<file path="src/rtl/time_sync_multi.sv">
// time_sync_multi
//   Master time-keeper for the system clock domain. Holds a TIME_W-bit
//   master time that either free-runs (+1 per cycle) or is loaded from a
//   staged value, immediately or on a selected PPS edge. After every
//   PPS-triggered load the staged value advances by one second so the
//   following PPS loads the next second. Also provides NUM_TICK periodic
//   tick channels, a PPS-loss watchdog and a coherent snapshot readback.
//
// Ports
//   clk, rst            system clock, asynchronous active-high reset
//   set_stb/addr/data   settings bus write port
//   rb_stb, rb_addr     readback request and select
//   rb_data             registered readback data
//   pps_in              raw PPS pin, asynchronous to clk
//   time_o              master time
//   pps_o               one-cycle pulse per detected PPS edge
//   tick_o              per-channel one-cycle tick pulses
//   int_o               registered tick interrupt
//   epoch_o             registered flag, high while time_o[27:0] == 0
//   pps_missing_o       sticky PPS-loss flag
module time_sync_multi #(
  parameter int TIME_W        = 64,
  parameter int NUM_TICK      = 2,
  parameter int BASE          = 0,
  parameter int TICKS_PER_SEC = 100000000,
  parameter int DEF_INTERVAL  = 99999
) (
  input  logic                clk,
  input  logic                rst,
  input  logic                set_stb,
  input  logic [7:0]          set_addr,
  input  logic [31:0]         set_data,
  input  logic                rb_stb,
  input  logic [2:0]          rb_addr,
  output logic [31:0]         rb_data,
  input  logic                pps_in,
  output logic [TIME_W-1:0]   time_o,
  output logic                pps_o,
  output logic [NUM_TICK-1:0] tick_o,
  output logic                int_o,
  output logic                epoch_o,
  output logic                pps_missing_o
);

  localparam int HI_W = TIME_W - 32;

  localparam logic [7:0] A_CTRL = 8'(BASE);
  localparam logic [7:0] A_HI   = 8'(BASE + 1);
  localparam logic [7:0] A_LO   = 8'(BASE + 2);
  localparam logic [7:0] A_CMD  = 8'(BASE + 3);
  localparam logic [7:0] A_TMO  = 8'(BASE + 4);
  localparam logic [7:0] A_INT0 = 8'(BASE + 8);

  localparam logic [TIME_W-1:0] TPS_INC      = TIME_W'(TICKS_PER_SEC);
  localparam logic [31:0]       TIMEOUT_RST  = 32'(TICKS_PER_SEC + TICKS_PER_SEC / 8);
  localparam logic [31:0]       INTERVAL_RST = 32'(DEF_INTERVAL);

  // Settings and control state
  logic              ctrl_rising;
  logic              sync_every;
  logic              int_en;
  logic              watch_en;
  logic              armed;
  logic [31:0]       pps_timeout;
  logic [TIME_W-1:0] staged;
  logic [TIME_W-1:0] pps_time;
  logic [TIME_W-1:0] snapshot;

  // PPS synchroniser and edge flop
  logic pps_s1, pps_s2, pps_d;
  logic pps_ext;

  // Decoded bus writes
  logic                wr_ctrl, wr_hi, wr_lo, wr_cmd, wr_tmo;
  logic [NUM_TICK-1:0] wr_int;
  logic                load_now, arm_req, pps_load;

  // Next-state values
  logic [TIME_W-1:0] time_next;
  logic [TIME_W-1:0] staged_sum;
  logic [31:0]       staged_lo_next;
  logic [HI_W-1:0]   staged_hi_next;

  // Tick channels
  logic [31:0]         interval [NUM_TICK];
  logic [31:0]         tick_cnt [NUM_TICK];
  logic [NUM_TICK-1:0] tick;

  // Watchdog
  logic [31:0] since_pps;

  // Address decode of the settings bus. The cmd register splits into an
  // immediate load (data[0]=1) and an arm-for-next-PPS request (data[0]=0).
  always_comb begin
    wr_ctrl  = set_stb && (set_addr == A_CTRL);
    wr_hi    = set_stb && (set_addr == A_HI);
    wr_lo    = set_stb && (set_addr == A_LO);
    wr_cmd   = set_stb && (set_addr == A_CMD);
    wr_tmo   = set_stb && (set_addr == A_TMO);
    load_now = wr_cmd && set_data[0];
    arm_req  = wr_cmd && !set_data[0];
    wr_int   = '0;
    for (int k = 0; k < NUM_TICK; k++) begin
      wr_int[k] = set_stb && (set_addr == A_INT0 + 8'(k));
    end
  end

  // Edge detect on the synchronised PPS. The polarity comes from ctrl bit0.
  always_comb begin
    pps_ext = ctrl_rising ? (pps_s2 & ~pps_d) : (~pps_s2 & pps_d);
  end

  // A PPS load is only taken when an immediate load is not pending, so that
  // the staged value does not advance for a load that never happened.
  always_comb begin
    pps_load = pps_ext && (armed || sync_every) && !load_now;
    if (load_now || pps_load) begin
      time_next = staged;
    end else begin
      time_next = time_o + TIME_W'(1);
    end
  end

  // Staged value: auto-advance by one second after a PPS load (carry from lo
  // into hi only on this increment); a bus write overrides its own half.
  always_comb begin
    staged_sum     = pps_load ? (staged + TPS_INC) : staged;
    staged_lo_next = wr_lo ? set_data : staged_sum[31:0];
    staged_hi_next = wr_hi ? set_data[HI_W-1:0] : staged_sum[TIME_W-1:32];
  end

  // Two-flop synchroniser, edge flop and the registered pps_o pulse.
  always_ff @(posedge clk or posedge rst) begin
    if (rst) begin
      pps_s1 <= 1'b0;
      pps_s2 <= 1'b0;
      pps_d  <= 1'b0;
      pps_o  <= 1'b0;
    end else begin
      pps_s1 <= pps_in;
      pps_s2 <= pps_s1;
      pps_d  <= pps_s2;
      pps_o  <= pps_ext;
    end
  end

  // Control registers and the armed flag. An arm request in the same cycle
  // as a PPS edge wins, so the arm applies to the following PPS.
  always_ff @(posedge clk or posedge rst) begin
    if (rst) begin
      ctrl_rising <= 1'b0;
      sync_every  <= 1'b0;
      int_en      <= 1'b0;
      watch_en    <= 1'b0;
      armed       <= 1'b0;
      pps_timeout <= TIMEOUT_RST;
    end else begin
      if (wr_ctrl) begin
        ctrl_rising <= set_data[0];
        sync_every  <= set_data[1];
        int_en      <= set_data[2];
        watch_en    <= set_data[3];
      end
      if (wr_tmo) begin
        pps_timeout <= set_data;
      end
      if (arm_req) begin
        armed <= 1'b1;
      end else if (pps_ext) begin
        armed <= 1'b0;
      end
    end
  end

  // Master time, staged value, last-PPS capture and the epoch flag. The
  // epoch flag is computed from the next time so it lines up with time_o.
  always_ff @(posedge clk or posedge rst) begin
    if (rst) begin
      time_o   <= '0;
      staged   <= '0;
      pps_time <= '0;
      epoch_o  <= 1'b0;
    end else begin
      time_o  <= time_next;
      staged  <= {staged_hi_next, staged_lo_next};
      epoch_o <= (time_next[27:0] == 28'd0);
      if (pps_ext) begin
        pps_time <= time_o;
      end
    end
  end

  // Tick channels: a tick fires whenever the count has reached the
  // interval, which also covers an interval lowered below the count.
  always_comb begin
    tick = '0;
    for (int k = 0; k < NUM_TICK; k++) begin
      tick[k] = (tick_cnt[k] >= interval[k]);
    end
  end

  assign tick_o = tick;

  // Interval writes also restart their channel's counter.
  always_ff @(posedge clk or posedge rst) begin
    if (rst) begin
      for (int k = 0; k < NUM_TICK; k++) begin
        interval[k] <= INTERVAL_RST;
        tick_cnt[k] <= '0;
      end
      int_o <= 1'b0;
    end else begin
      for (int k = 0; k < NUM_TICK; k++) begin
        if (wr_int[k]) begin
          interval[k] <= set_data;
          tick_cnt[k] <= '0;
        end else if (tick[k]) begin
          tick_cnt[k] <= '0;
        end else begin
          tick_cnt[k] <= tick_cnt[k] + 32'd1;
        end
      end
      int_o <= int_en & (|tick);
    end
  end

  // PPS-loss watchdog. The missing flag is sticky until the next PPS edge,
  // and dropping watch_en clears it.
  always_ff @(posedge clk or posedge rst) begin
    if (rst) begin
      since_pps     <= '0;
      pps_missing_o <= 1'b0;
    end else begin
      if (pps_ext) begin
        since_pps <= '0;
      end else if (since_pps != '1) begin
        since_pps <= since_pps + 32'd1;
      end
      if (!watch_en) begin
        pps_missing_o <= 1'b0;
      end else if (pps_ext) begin
        pps_missing_o <= 1'b0;
      end else if (since_pps > pps_timeout) begin
        pps_missing_o <= 1'b1;
      end
    end
  end

  // Readback. Reading address 0 freezes the full time in the snapshot so a
  // following read of address 1 returns the matching high word.
  always_ff @(posedge clk or posedge rst) begin
    if (rst) begin
      rb_data  <= '0;
      snapshot <= '0;
    end else if (rb_stb) begin
      case (rb_addr)
        3'd0: begin
          snapshot <= time_o;
          rb_data  <= time_o[31:0];
        end
        3'd1:    rb_data <= 32'(snapshot >> 32);
        3'd2:    rb_data <= pps_time[31:0];
        3'd3:    rb_data <= 32'(pps_time >> 32);
        3'd4:    rb_data <= {29'd0, sync_every, armed, pps_missing_o};
        default: rb_data <= '0;
      endcase
    end
  end

endmodule

</file>
<file path="config.mk">
export PLATFORM = sky130hd
export DESIGN_NAME = time_sync_multi
export DESIGN_NICKNAME = d
export VERILOG_FILES = /design/src/rtl/time_sync_multi.sv
export SDC_FILE = /design/constraint.sdc
export NUM_CORES = 1
export LEC_CHECK = 0
export ABC_AREA = 1
export ABC_CLOCK_PERIOD_IN_PS = 22600
export BUFFER_PORTS_ARGS = -buffer_cell sky130_fd_sc_hd__buf_2
export CAP_MARGIN = 25
export CORE_UTILIZATION = 55
export DETAILED_ROUTE_END_ITERATION = 7
export PLACE_DENSITY = 0.73
export SYNTH_ARGS = -nofsm -noshare
export SYNTH_HDL_FRONTEND = slang
export SYNTH_SLANG_ARGS = --single-unit
</file>
<file path="constraint.sdc">
create_clock -name clk -period 22.6 [get_ports clk]
set_clock_uncertainty 0.1 [all_clocks]
set_input_delay 0 -clock clk [delete_from_list [all_inputs] [get_ports clk]]
set_output_delay 0 -clock clk [all_outputs]
set_load 0.05 [all_outputs]
</file>
==> summary.txt, run 1 <==
outcome - complete, no violations
unrepaired setup endpoints after global routing - false
Startpoint Class - flop
share of cells above drive strength 1 - 10.9%
Cell Pwr Density - 100 nW/um2
CP most frequent cell - nand3_1
Pwr Total - 2.96 mW
Yosys reg bits - 460
CTS sink cnt - 460
worst path bufs/invs - 2
worst skew pair latency - 0.61 ns
pins over their slew limit - 0
min cycle time layout - 3.55 ns
crit path kind - reg2reg
Clock Pin Slew Worst Setup and Hold Paths - 0.06 ns
Ant. Diodes - 0
CTS Buffer Depth - 3
Distinct cells, synth - 52
core box area - 46500 um2
DRC - 0
period utilisation layout - 15.7%
initial antenna violation count - 1
max_slew headroom - 31.4%
Final Util - 63.4%
initial core utilization - 55.7%
DR WL/cell - 20.5 um
Global Route Usage Sum - 36.0%
Max Clock Freq - 0.281 GHz
Crit. End Element - flop
Synthesized Nets - 3498
CTS Buf Count - 50
First-pass DRT Iterations - 6
Setup Viol. Count Final - 0
final WL - 85600 um
syn avg cell area - 7.72 um2
Reg-to-Reg Start - pps_s2
Async S/R FF share, synth - 100%
CP required - 23.03 ns
P_leak - 13.9 nW
post-CTS sizing - 0
Top delay family on crit path - simple AND/OR/NAND/NOR gates
Final Hold Viols - 0
starting DRC count in detailed routing - 2515
Crit-path slowest cell - nand2_2
R2R depth - 10
Netlist Area Pre-Place - 25900 um2
Syn-to-layout area delta - 14.0%
CTS tree - built
register area - 11600 um2
worst r2r dst - epoch_o
Layout Cells excl Fill - 4173
FILL cells - 4097
Ports - 150
number of synthesized flops with an enable pin - 0
DR vias - 24000
Die Area - 47900 um2
Die H - 219 um
Synth Flop Type - dfrtp_1
Worst Tran Pin Value - 1.03 ns
CP max stage delay - 0.87 ns
hpwl dp - 63300 um
global-route wire length before repair - 132000 um
synth warn - 0
Die X - 219 um
# nets final - 3674
CTS Root Cell - clkbuf_16
buffers inserted by post-CTS timing repair - 0
R2R Setup Slk - 19.05 ns
Placer Congestion - 0.982
H-tree levels - 2
maxcap violations - 0
number of global-route vias before repair - 23100
I/O Buffers - 149
total gr overflow - 0
largest net degree at the start of global routing - 118
Synth Instances - 3349
sequential share of the synthesized area - 44.7%
row count - 79
CP max FO - 64
vias per std cell - 5.75
Peak VDD IR - 0.0833 mV
antenna-violating nets left - 0
TNS Setup - 0 ns
area of the multi-input gates - 12300 um2
worst-path cell chain - inv_1, o21ai_1, nand3_1, nand2_2, inv_2, nand2_1, o21ai_0, nor3_1, nand3_1, nor2_1
Hold Crit Class - in2async
WP data arrival - 3.99 ns
Hold WS - 0.0288 ns
Cells after DPL - 4027
registers in the layout, indices dropped and copies added, names as in the netlist:
| signal | count |
|---|---|
| tick_cnt | 64 |
| since_pps | 32 |
| staged | 64 |
| pps_missing_o | 1 |
| interval | 64 |
| armed | 1 |
| watch_en | 1 |
| int_en | 1 |
| pps_o | 1 |
| pps_timeout | 32 |
| ctrl_rising | 1 |
| pps_time | 64 |
| epoch_o | 1 |
| sync_every | 1 |
| int_o | 1 |
| time_o | 64 |
| pps_s1 | 1 |
| rb_data | 32 |
| pps_d | 1 |
| snapshot | 32 |
| pps_s2 | 1 |
Yosys cell counts (all sizes together), types with 12 or more instances:
| cell | instances | area (um2) |
|---|---|---|
| a21oi | 91 | 455 |
| buf | 17 | 76.3 |
| clkbuf | 80 | 300 |
| dfrtp | 428 | 10700 |
| dfstp | 32 | 841 |
| ha | 101 | 1260 |
| inv | 444 | 1670 |
| mux2 | 31 | 349 |
| nand2 | 904 | 3410 |
| nand3 | 153 | 808 |
| nand4 | 100 | 653 |
| nor2 | 301 | 1220 |
| nor3 | 114 | 617 |
| nor4 | 22 | 150 |
| o21ai | 312 | 1570 |
| o21bai | 14 | 105 |
| o221ai | 22 | 193 |
| o22ai | 15 | 93.8 |
| xnor2 | 12 | 105 |
| xor2 | 95 | 832 |
report_power, final:
part           internal [mW]  total (mW)  leakage (nW)  switching (mW)
clock network          0.481       0.838         0.822           0.357
logic                  0.248       0.904          7.04           0.656
registers              0.979        1.21          5.99           0.236
total                   1.71        2.96          13.9            1.25
per-stage QoR:
| stage | setup slack, ns | instance area, um2 |
|---|---|---|
| final | 19.05 | 29500 |
| after global routing | 18.63 | 29500 |
| after CTS | 19.02 | 29400 |
| after detailed placement | 18.94 | 27200 |
| after global placement | 19.05 | 27200 |
| after floorplan | 9.73 | 25900 |
how the worst max path moves through the flow:
stage	slack, ns	from	cells past startpoint	to
after CTS	19.02	pps_s2	10	epoch_o
after global routing	18.63	pps_s2	10	epoch_o
final	19.05	pps_s2	10	epoch_o
after global placement	19.05	rst	5	pps_time[35]
after detailed placement	18.94	rst	5	pps_time[35]
after floorplan	9.73	rst	1	armed
area by class of cell:
cell class	count	share of cell area, %
multi-input combinational	2347	41.7
sequential	460	39.2
inverter	445	5.69
timing repair buffer	221	5.13
clock buffer	70	4.88
tap	607	2.58
clock inverter	23	0.811
layout by cell type, fill, tap and decap left out, drive strengths merged, types with 31 or more instances in the layout:
cell	instances
ha	101
inv	445
nor3	114
a21oi	91
dfstp	32
clkbuf	70
xor2	95
o21ai	312
nand4	100
nand3	153
mux2	31
buf	173
dfrtp	428
nand2	904
dlygate4sd3	48
nor2	301
metal layers:
| metal | share of wire (%) | GRT usage [%] | up-vias |
|---|---|---|---|
| met5 | 0.015 | 0 | - |
| met4 | 3.8 | 13.9 | 2 |
| met3 | 7.1 | 4.45 | 157 |
| met2 | 46 | 57.5 | 946 |
| met1 | 43 | 50.1 | 11600 |
| li1 | - | - | 11300 |
kinds of logic (layout without fill, tap and decap cells):
group	after synthesis	count (layout)	synth area share, %
flops	460	460	44.7
fa+ha+maj	101	101	4.89
xor+xnor	107	107	3.62
mux	31	31	1.35
buf+inv	542	759	7.92
compound gates	489	489	10.3
simple gates	1619	1619	27.2
worst reg2reg max path, delay by kind of cell (launching register included):
family | cells | cell delay (ns)
and+or+nand+nor | 6 | 1.95
buffers and inverters | 2 | 0.71
DFF | 1 | 0.35
AOI/OAI and AO/OA | 2 | 0.37
what timing repair did:
item                                    in CTS  in global routing
endpoints found under the hold margin      321                  0
endpoints found under the setup margin       0                  0
hold buffers                                49                  0
Note: power is estimated with default switching activity, not from simulation.
==> run 2, diff against run 1 <==
ABC_AREA = 0   (was 1)
ABC_CLOCK_PERIOD_IN_PS = 3200   (was 22600)
PLACE_DENSITY = 0.76   (was 0.73)
clock period = 3.2 ns   (was 22.6 ns; I/O delays follow)
==> summary.txt, run 2 <==
outcome - complete, no violations (unchanged)
syn avg cell area - 9.52 um2 (was 7.72 um2)
FILL cells - 3340 (was 4097)
Die H - 209 um (was 219 um)
antenna-violating nets left - 0 (unchanged)
Cell Pwr Density - 644 nW/um2 (was 100 nW/um2)
max_slew headroom - 29.6% (was 31.4%)
Met2 Wirelength - 33000 um (was 39200 um)
Hold Crit Class - in2async (unchanged)
Setup Viol. Count Final - 0 (unchanged)
Synth Instances - 2479 (was 3349)
Syn-to-layout area delta - 16.8% (was 14.0%)
top post-synthesis cells by count - 428 x dfrtp_1, 383 x nand2_1, 155 x nor2_1, 155 x o21ai_0, 154 x inv_1 (was 898 x nand2_1, 439 x inv_1, 428 x dfrtp_1, 296 x o21ai_0, 280 x nor2_1)
Clock Pin Slew Worst Setup and Hold Paths - 0.06 ns (about the same)
Ant. Diodes - 0 (unchanged)
First-pass DRT Iterations - 5 (was 6)
Cell Area, Placed - 25200 um2 (was 27200 um2)
Die X - 209 um (was 219 um)
# nets final - 2826 (was 3674)
crit path kind - reg2out (was reg2reg)
hpwl dp - 46200 um (was 63300 um)
Synth Flop Type - dfrtp_1 (unchanged)
initial antenna violation count - 1 (unchanged)
Worst Slack Setup Final - 0.0991 ns (was 19.05 ns)
Distinct cells, synth - 63 (was 52)
CTS Buffer Depth - 3 (unchanged)
WP data arrival - 3.00 ns (was 3.99 ns)
largest cells by area after synthesis - dfrtp_1 45%, nand2_1 6.1%, ha_1 5.4%, mux2_2 4.0%, xnor2_1 3.6% (was dfrtp_1 41%, nand2_1 13%, inv_1 6.4%, o21ai_0 5.7%, ha_1 4.9%)
highest routed layer - met5 (unchanged)
CP required - 3.10 ns (was 23.03 ns)
unrepaired setup endpoints after global routing - false (unchanged)
most frequent cell after synthesis - dfrtp_1 (was nand2_1)
CTS sink cnt - 460 (unchanged)
cell type with the largest total area after synthesis - dfrtp_1 (unchanged)
core box area - 42100 um2 (was 46500 um2)
pins over their slew limit - 0 (unchanged)
initial core utilization - 56.0% (was 55.7%)
I/O Buffers - 149 (unchanged)
most frequent cells in the layout - 428 x dfrtp_1, 382 x nand2_1, 154 x o21ai_0, 152 x inv_1, 152 x nor2_1 (was 896 x nand2_1, 438 x inv_1, 428 x dfrtp_1, 296 x o21ai_0, 279 x nor2_1)
Worst Tran Pin Value - 1.06 ns (was 1.03 ns)
Die Area - 43800 um2 (was 47900 um2)
design area - 27600 um2 (was 29500 um2)
DR vias - 19700 (was 24000)
synth warn - 0 (unchanged)
period utilisation layout - 96.9%
Netlist Area Pre-Place - 23600 um2 (was 25900 um2)
Synthesized Nets - 2628 (was 3498)
number of synthesized flops with an enable pin - 0 (unchanged)
Crit. End Element - primary output (was flop)
Peak VDD IR - 0.705 mV (was 0.0833 mV)
sequential share of the synthesized area - 48.9% (was 44.7%)
Global Route Usage Sum - 30.9% (was 36.0%)
post-synth top area share - 45.4% (was 41.4%)
met3 wire len - 4180 um (was 6040 um)
DR WL/cell - 20.5 um (about the same)
global-route wire length before repair - 106000 um (was 132000 um)
largest net degree at the start of global routing - 110 (was 118)
Startpoint Class - flop (unchanged)
Place WS - 0.367 ns (was 18.94 ns)
P_leak - 13.1 nW (was 13.9 nW)
Final Util - 65.4% (was 63.4%)
Yosys reg bits - 460 (unchanged)
min cycle time layout - 3.10 ns
Async S/R FF share, synth - 100% (unchanged)
worst skew pair latency - 0.60 ns (was 0.61 ns)
Final Hold Viols - 0 (unchanged)
total gr overflow - 0 (unchanged)
CTS Root Cell - clkbuf_16 (unchanged)
final WL - 66900 um (was 85600 um)
Hold WS - 0.0152 ns (was 0.0288 ns)
buffers inserted by post-CTS timing repair - 0 (unchanged)
row count - 75 (was 79)
CTS tree - built (unchanged)
CTS Buf Count - 49 (was 50)
vias per std cell - 6.04 (was 5.75)
share of cells above drive strength 1 - 16.3% (was 10.9%)
DRT met1 WL - 27500 um (was 37100 um)
H-tree levels - 2 (unchanged)
Ports - 150 (unchanged)
number of global-route vias before repair - 19300 (was 23100)
maxcap violations - 0 (unchanged)
DRC - 0 (unchanged)
Max Clock Freq - 0.322 GHz
starting DRC count in detailed routing - 1860 (was 2515)
commonest non-fill, non-tap cell in the layout - dfrtp_1 (was nand2_1)
Placer Congestion - 0.927 (was 0.982)
CP max FO - 34 (was 64)
TNS Setup - 0 ns (unchanged)
run 2: cell count changes after synthesis, moves of 27 or more:
cell / previous run / this run
and4_1: 0 / 28
mux2_2: 31 / 83
xnor2_1: 12 / 98
nand3_1: 146 / 73
a221oi_1: 2 / 33
nor2_1: 280 / 155
inv_1: 439 / 154
o21ai_0: 296 / 155
nand2_1: 898 / 383
and3_1: 2 / 33
a22o_1: 0 / 29
a21o_1: 1 / 30
nand4_1: 97 / 70
run 2: cells by family after synthesis:
group           share of synthesized area (%)
compound gates                           11.1
xor+xnor                                 7.20
fa+ha+maj                                5.35
buf+inv                                  4.40
flops                                    48.9
mux                                      4.26
simple gates                             18.8
run 2: cell type report:
type | count | area, um2 | share of cell area (%)
Sequential cell | 460 | 11600 | 41.9
Multi-Input combinational cell | 1743 | 11100 | 40.2
Timing Repair Buffer | 269 | 1890 | 6.84
Clock buffer | 68 | 1460 | 5.29
Tap cell | 539 | 674 | 2.45
Inverter | 154 | 582 | 2.11
Clock inverter | 24 | 333 | 1.21
run 2: metrics by stage:
| step | instances | total power [mW] |
|---|---|---|
| after floorplan | 2479 | 10.1 |
| after global placement | 3114 | 11.2 |
| after detailed placement | 3114 | 11.4 |
| after CTS | 3257 | 17.8 |
| after global routing | 3257 | 18.5 |
| final | 3257 | 17.8 |
run 2: worst paths after layout:
check / start / to / slack [ns] / cells past startpoint
worst max register to register: time_o[4] / epoch_o / 0.30 / 7
min in group clk: rb_addr[0] / rb_data[1] / 0.04 / 5
worst min register to register: pps_s1 / pps_s2 / 0.28 / 0
worst max-delay path: tick_cnt[61] / tick_o[0] / 0.1 / 7
max in group asynchronous: rst / tick_cnt[24] / 1.94 / 4
worst min-delay path: rst / staged[3] / 0.02 / 3
run 2: where the power goes:
group	switching [mW]	total (mW)	internal, mW
Sequential	1.05	7.74	6.69
Combinational	2.33	3.77	1.43
Clock	2.42	6.25	3.83
run 2: metal layers:
metal  GRT usage (%)  vias to the layer above
li1                -                     9009
met1            40.4                     9751
met2            52.4                      745
met3            4.33                      152
met4            11.5                        2
met5               0                        -
run 2: what timing repair did:
item                                    4_1_cts  5_1_grt
gates resized for setup                       4        6
gates cloned                                  0        0
endpoints found under the hold margin       331        0
hold buffers                                 51        0
pin swaps                                     0        0
endpoints found under the setup margin        2        2
run 2: critical path, stage by stage (launching register included):
cell	delay, ns
dfrtp_1	0.42
ha_1	0.33
nand4_1	0.18
nor2_4	0.21
or4b_2	0.62
o21ai_2	0.19
buf_12	0.23
buf_4	0.23
==> run 3, diff against run 2 <==
ABC_AREA = 1   (was 0)
MAX_ROUTING_LAYER = met4   (was not set)
==> summary.txt, run 3 (synthesis results as in run 1) <==
DR WL/cell - 18.8 um (was 20.5 um)
Setup Viol. Count Final - 0 (unchanged)
DRC - 0 (unchanged)
Hold Crit Start - set_stb
area of the multi-input gates - 12300 um2 (was 11100 um2)
CTS Buf Count - 50 (was 49)
unrepaired setup endpoints after global routing - false (unchanged)
Max Clock Freq - 0.341 GHz (was 0.322 GHz)
P_leak - 13.8 nW (was 13.1 nW)
vias per std cell - 5.64 (was 6.04)
CTS sink cnt - 460 (unchanged)
Die H - 219 um (was 209 um)
maxcap violations - 0 (unchanged)
worst skew pair latency - 0.61 ns (was 0.60 ns)
WP data arrival - 3.35 ns (was 3.00 ns)
CTS tree - built (unchanged)
Cells after DPL - 4039 (was 3114)
most frequent cells in the layout - 894 x nand2_1, 438 x inv_1, 428 x dfrtp_1, 296 x o21ai_0, 279 x nor2_1 (was 428 x dfrtp_1, 382 x nand2_1, 154 x o21ai_0, 152 x inv_1, 152 x nor2_1)
share of cells above drive strength 1 - 11.1% (was 16.3%)
sequential group share of total power - 40.7% (was 43.6%)
global-route wire length before repair - 123000 um (was 106000 um)
I/O Buffers - 149 (unchanged)
core box area - 46500 um2 (was 42100 um2)
min cycle time layout - 2.93 ns (was 3.10 ns)
Layout Cells excl Fill - 4181 (was 3257)
R2R depth - 10 (was 7)
Hold Crit Class - in2reg (was in2async)
Final Hold Viols - 0 (unchanged)
Pint - 12.0 mW (about the same)
Sw Ratio - 41.2% (was 32.7%)
First-pass DRT Iterations - 6 (was 5)
Global Route Usage Sum - 34.3% (was 30.9%)
crit path kind - in2reg (was reg2out)
WHS Path Cells - 5
buffers inserted by post-CTS timing repair - 0 (unchanged)
outcome - complete, no violations (unchanged)
register area - 11600 um2 (unchanged)
Peak VDD IR - 0.559 mV (was 0.705 mV)
Ports - 150 (unchanged)
hpwl dp - 57400 um (was 46200 um)
Die Area - 47900 um2 (was 43800 um2)
initial antenna violation count - 3 (was 1)
CTS Buffer Depth - 3 (unchanged)
largest net degree at the start of global routing - 126 (was 110)
antenna-violating nets left - 0 (unchanged)
FILL cells - 4140 (was 3340)
Startpoint Class - input port (was flop)
Syn-to-layout area delta - 13.9% (was 16.8%)
CP max FO - 14 (was 34)
hold-critical path endpoint - staged[23]
initial core utilization - 55.7% (was 56.0%)
Reg-to-Reg Start - time_o[0] (was time_o[4])
Pwr Total - 20.5 mW (was 17.8 mW)
CTS Root Cell - clkbuf_16 (unchanged)
commonest non-fill, non-tap cell in the layout - nand2_1 (was dfrtp_1)
Critical Path Source - set_addr[4] (was tick_cnt[61])
Clock Pin Slew Worst Setup and Hold Paths - 0.07 ns (was 0.06 ns)
Cell Pwr Density - 695 nW/um2 (was 644 nW/um2)
R2R Setup Slk - 0.63 ns (was 0.30 ns)
number of global-route vias before repair - 22000 (was 19300)
H-tree levels - 2 (unchanged)
Gate power share - 30.9% (was 21.2%)
pins over their slew limit - 0 (unchanged)
total gr overflow - 0 (unchanged)
Clock power frac - 28.4% (was 35.2%)
CP required - 3.62 ns (was 3.10 ns)
Net Sw Power - 8.45 mW (was 5.81 mW)
Crit. End Element - flop (was primary output)
# nets final - 3678 (was 2826)
Die X - 219 um (was 209 um)
period utilisation layout - 91.6% (was 96.9%)
row count - 79 (was 75)
max_slew headroom - 34.0% (was 29.6%)
Placer Congestion - 1.01 (was 0.927)
starting DRC count in detailed routing - 2466 (was 1860)
worst r2r dst - time_o[56] (was epoch_o)
final WL - 78500 um (was 66900 um)
Worst Tran Pin Value - 0.990 ns (was 1.06 ns)
DR vias - 23600 (was 19700)
## run 3: cell count changes in the layout (fill, tap and decap cells not counted), moves of 72 or more
cell / previous run / this run
nand2_1: 382 / 894
inv_1: 152 / 438
o21ai_0: 154 / 296
nor2_1: 152 / 279
xnor2_1: 98 / 12
nand3_1: 73 / 145
## run 3: final cells by class
cell class / count / area share, %
Clock buffer: 72 / 4.87
Timing Repair Buffer: 225 / 5.16
Tap cell: 607 / 2.58
Inverter: 445 / 5.68
Antenna cell: 5 / 0.0425
Clock inverter: 20 / 0.697
Sequential cell: 460 / 39.2
Multi-Input combinational cell: 2347 / 41.8
## run 3: metal layers
layer	global-route usage, %	wire, um	share of wire, %
met5	-	0	0
met4	10.8	2280	2.9
met3	7.78	7100	9.0
met2	50.0	34600	44
met1	47.6	34600	44
## run 3: per-stage QoR
step           hold WS, ns  util, %  instance area [um2]  TNS (ns)  setup WS [ns]
3_5_place_dp       0.00935     58.9                27400         0          0.522
3_3_place_gp        0.0209     58.9                27400         0          0.642
5_1_grt             0.0114     63.4                29500         0         0.0289
4_1_cts             0.0211     63.4                29400         0         0.0973
6_report            0.0205     63.4                29500         0          0.269
2_1_floorplan      -0.0686        -                25900  -1370.41          -3.10
## run 3: how the worst max path moves through the flow
stage / end / slack (ns)
global placement: staged[31] / 0.64
finish: staged[30] / 0.27
floorplan: armed / -3.10
detailed placement: staged[30] / 0.52
CTS: staged[30] / 0.1
global route: epoch_o / 0.03
## run 3: power by group through the flow
stage	Clock, mW	Combinational [mW]	Sequential [mW]
6_report	5.83	6.32	8.34
5_1_grt	6.17	6.91	8.44
4_1_cts	5.90	6.26	8.30
3_5_place_dp	0	6.18	8.38
3_3_place_gp	0	6.11	8.36
2_1_floorplan	0	3.22	9.19
## run 3: timing repair
action | CTS | global route
setup endpoints to repair | 0 | 12
hold buffers | 45 | 0
hold endpoints to repair | 292 | 0
gates resized for setup | 0 | 2
## run 3: critical path, stage by stage
cell and delay [ns]:
dlygate4sd3_1 0.55, buf_2 0.13, nor2_1 0.08, dlygate4sd3_1 0.57, nand2_1 0.10, nor2_2 0.17
nand3_2 0.34, nand2_1 0.19, inv_1 0.10, nor2_2 0.44, inv_1 0.34, o22ai_1 0.18
o21bai_1 0.13
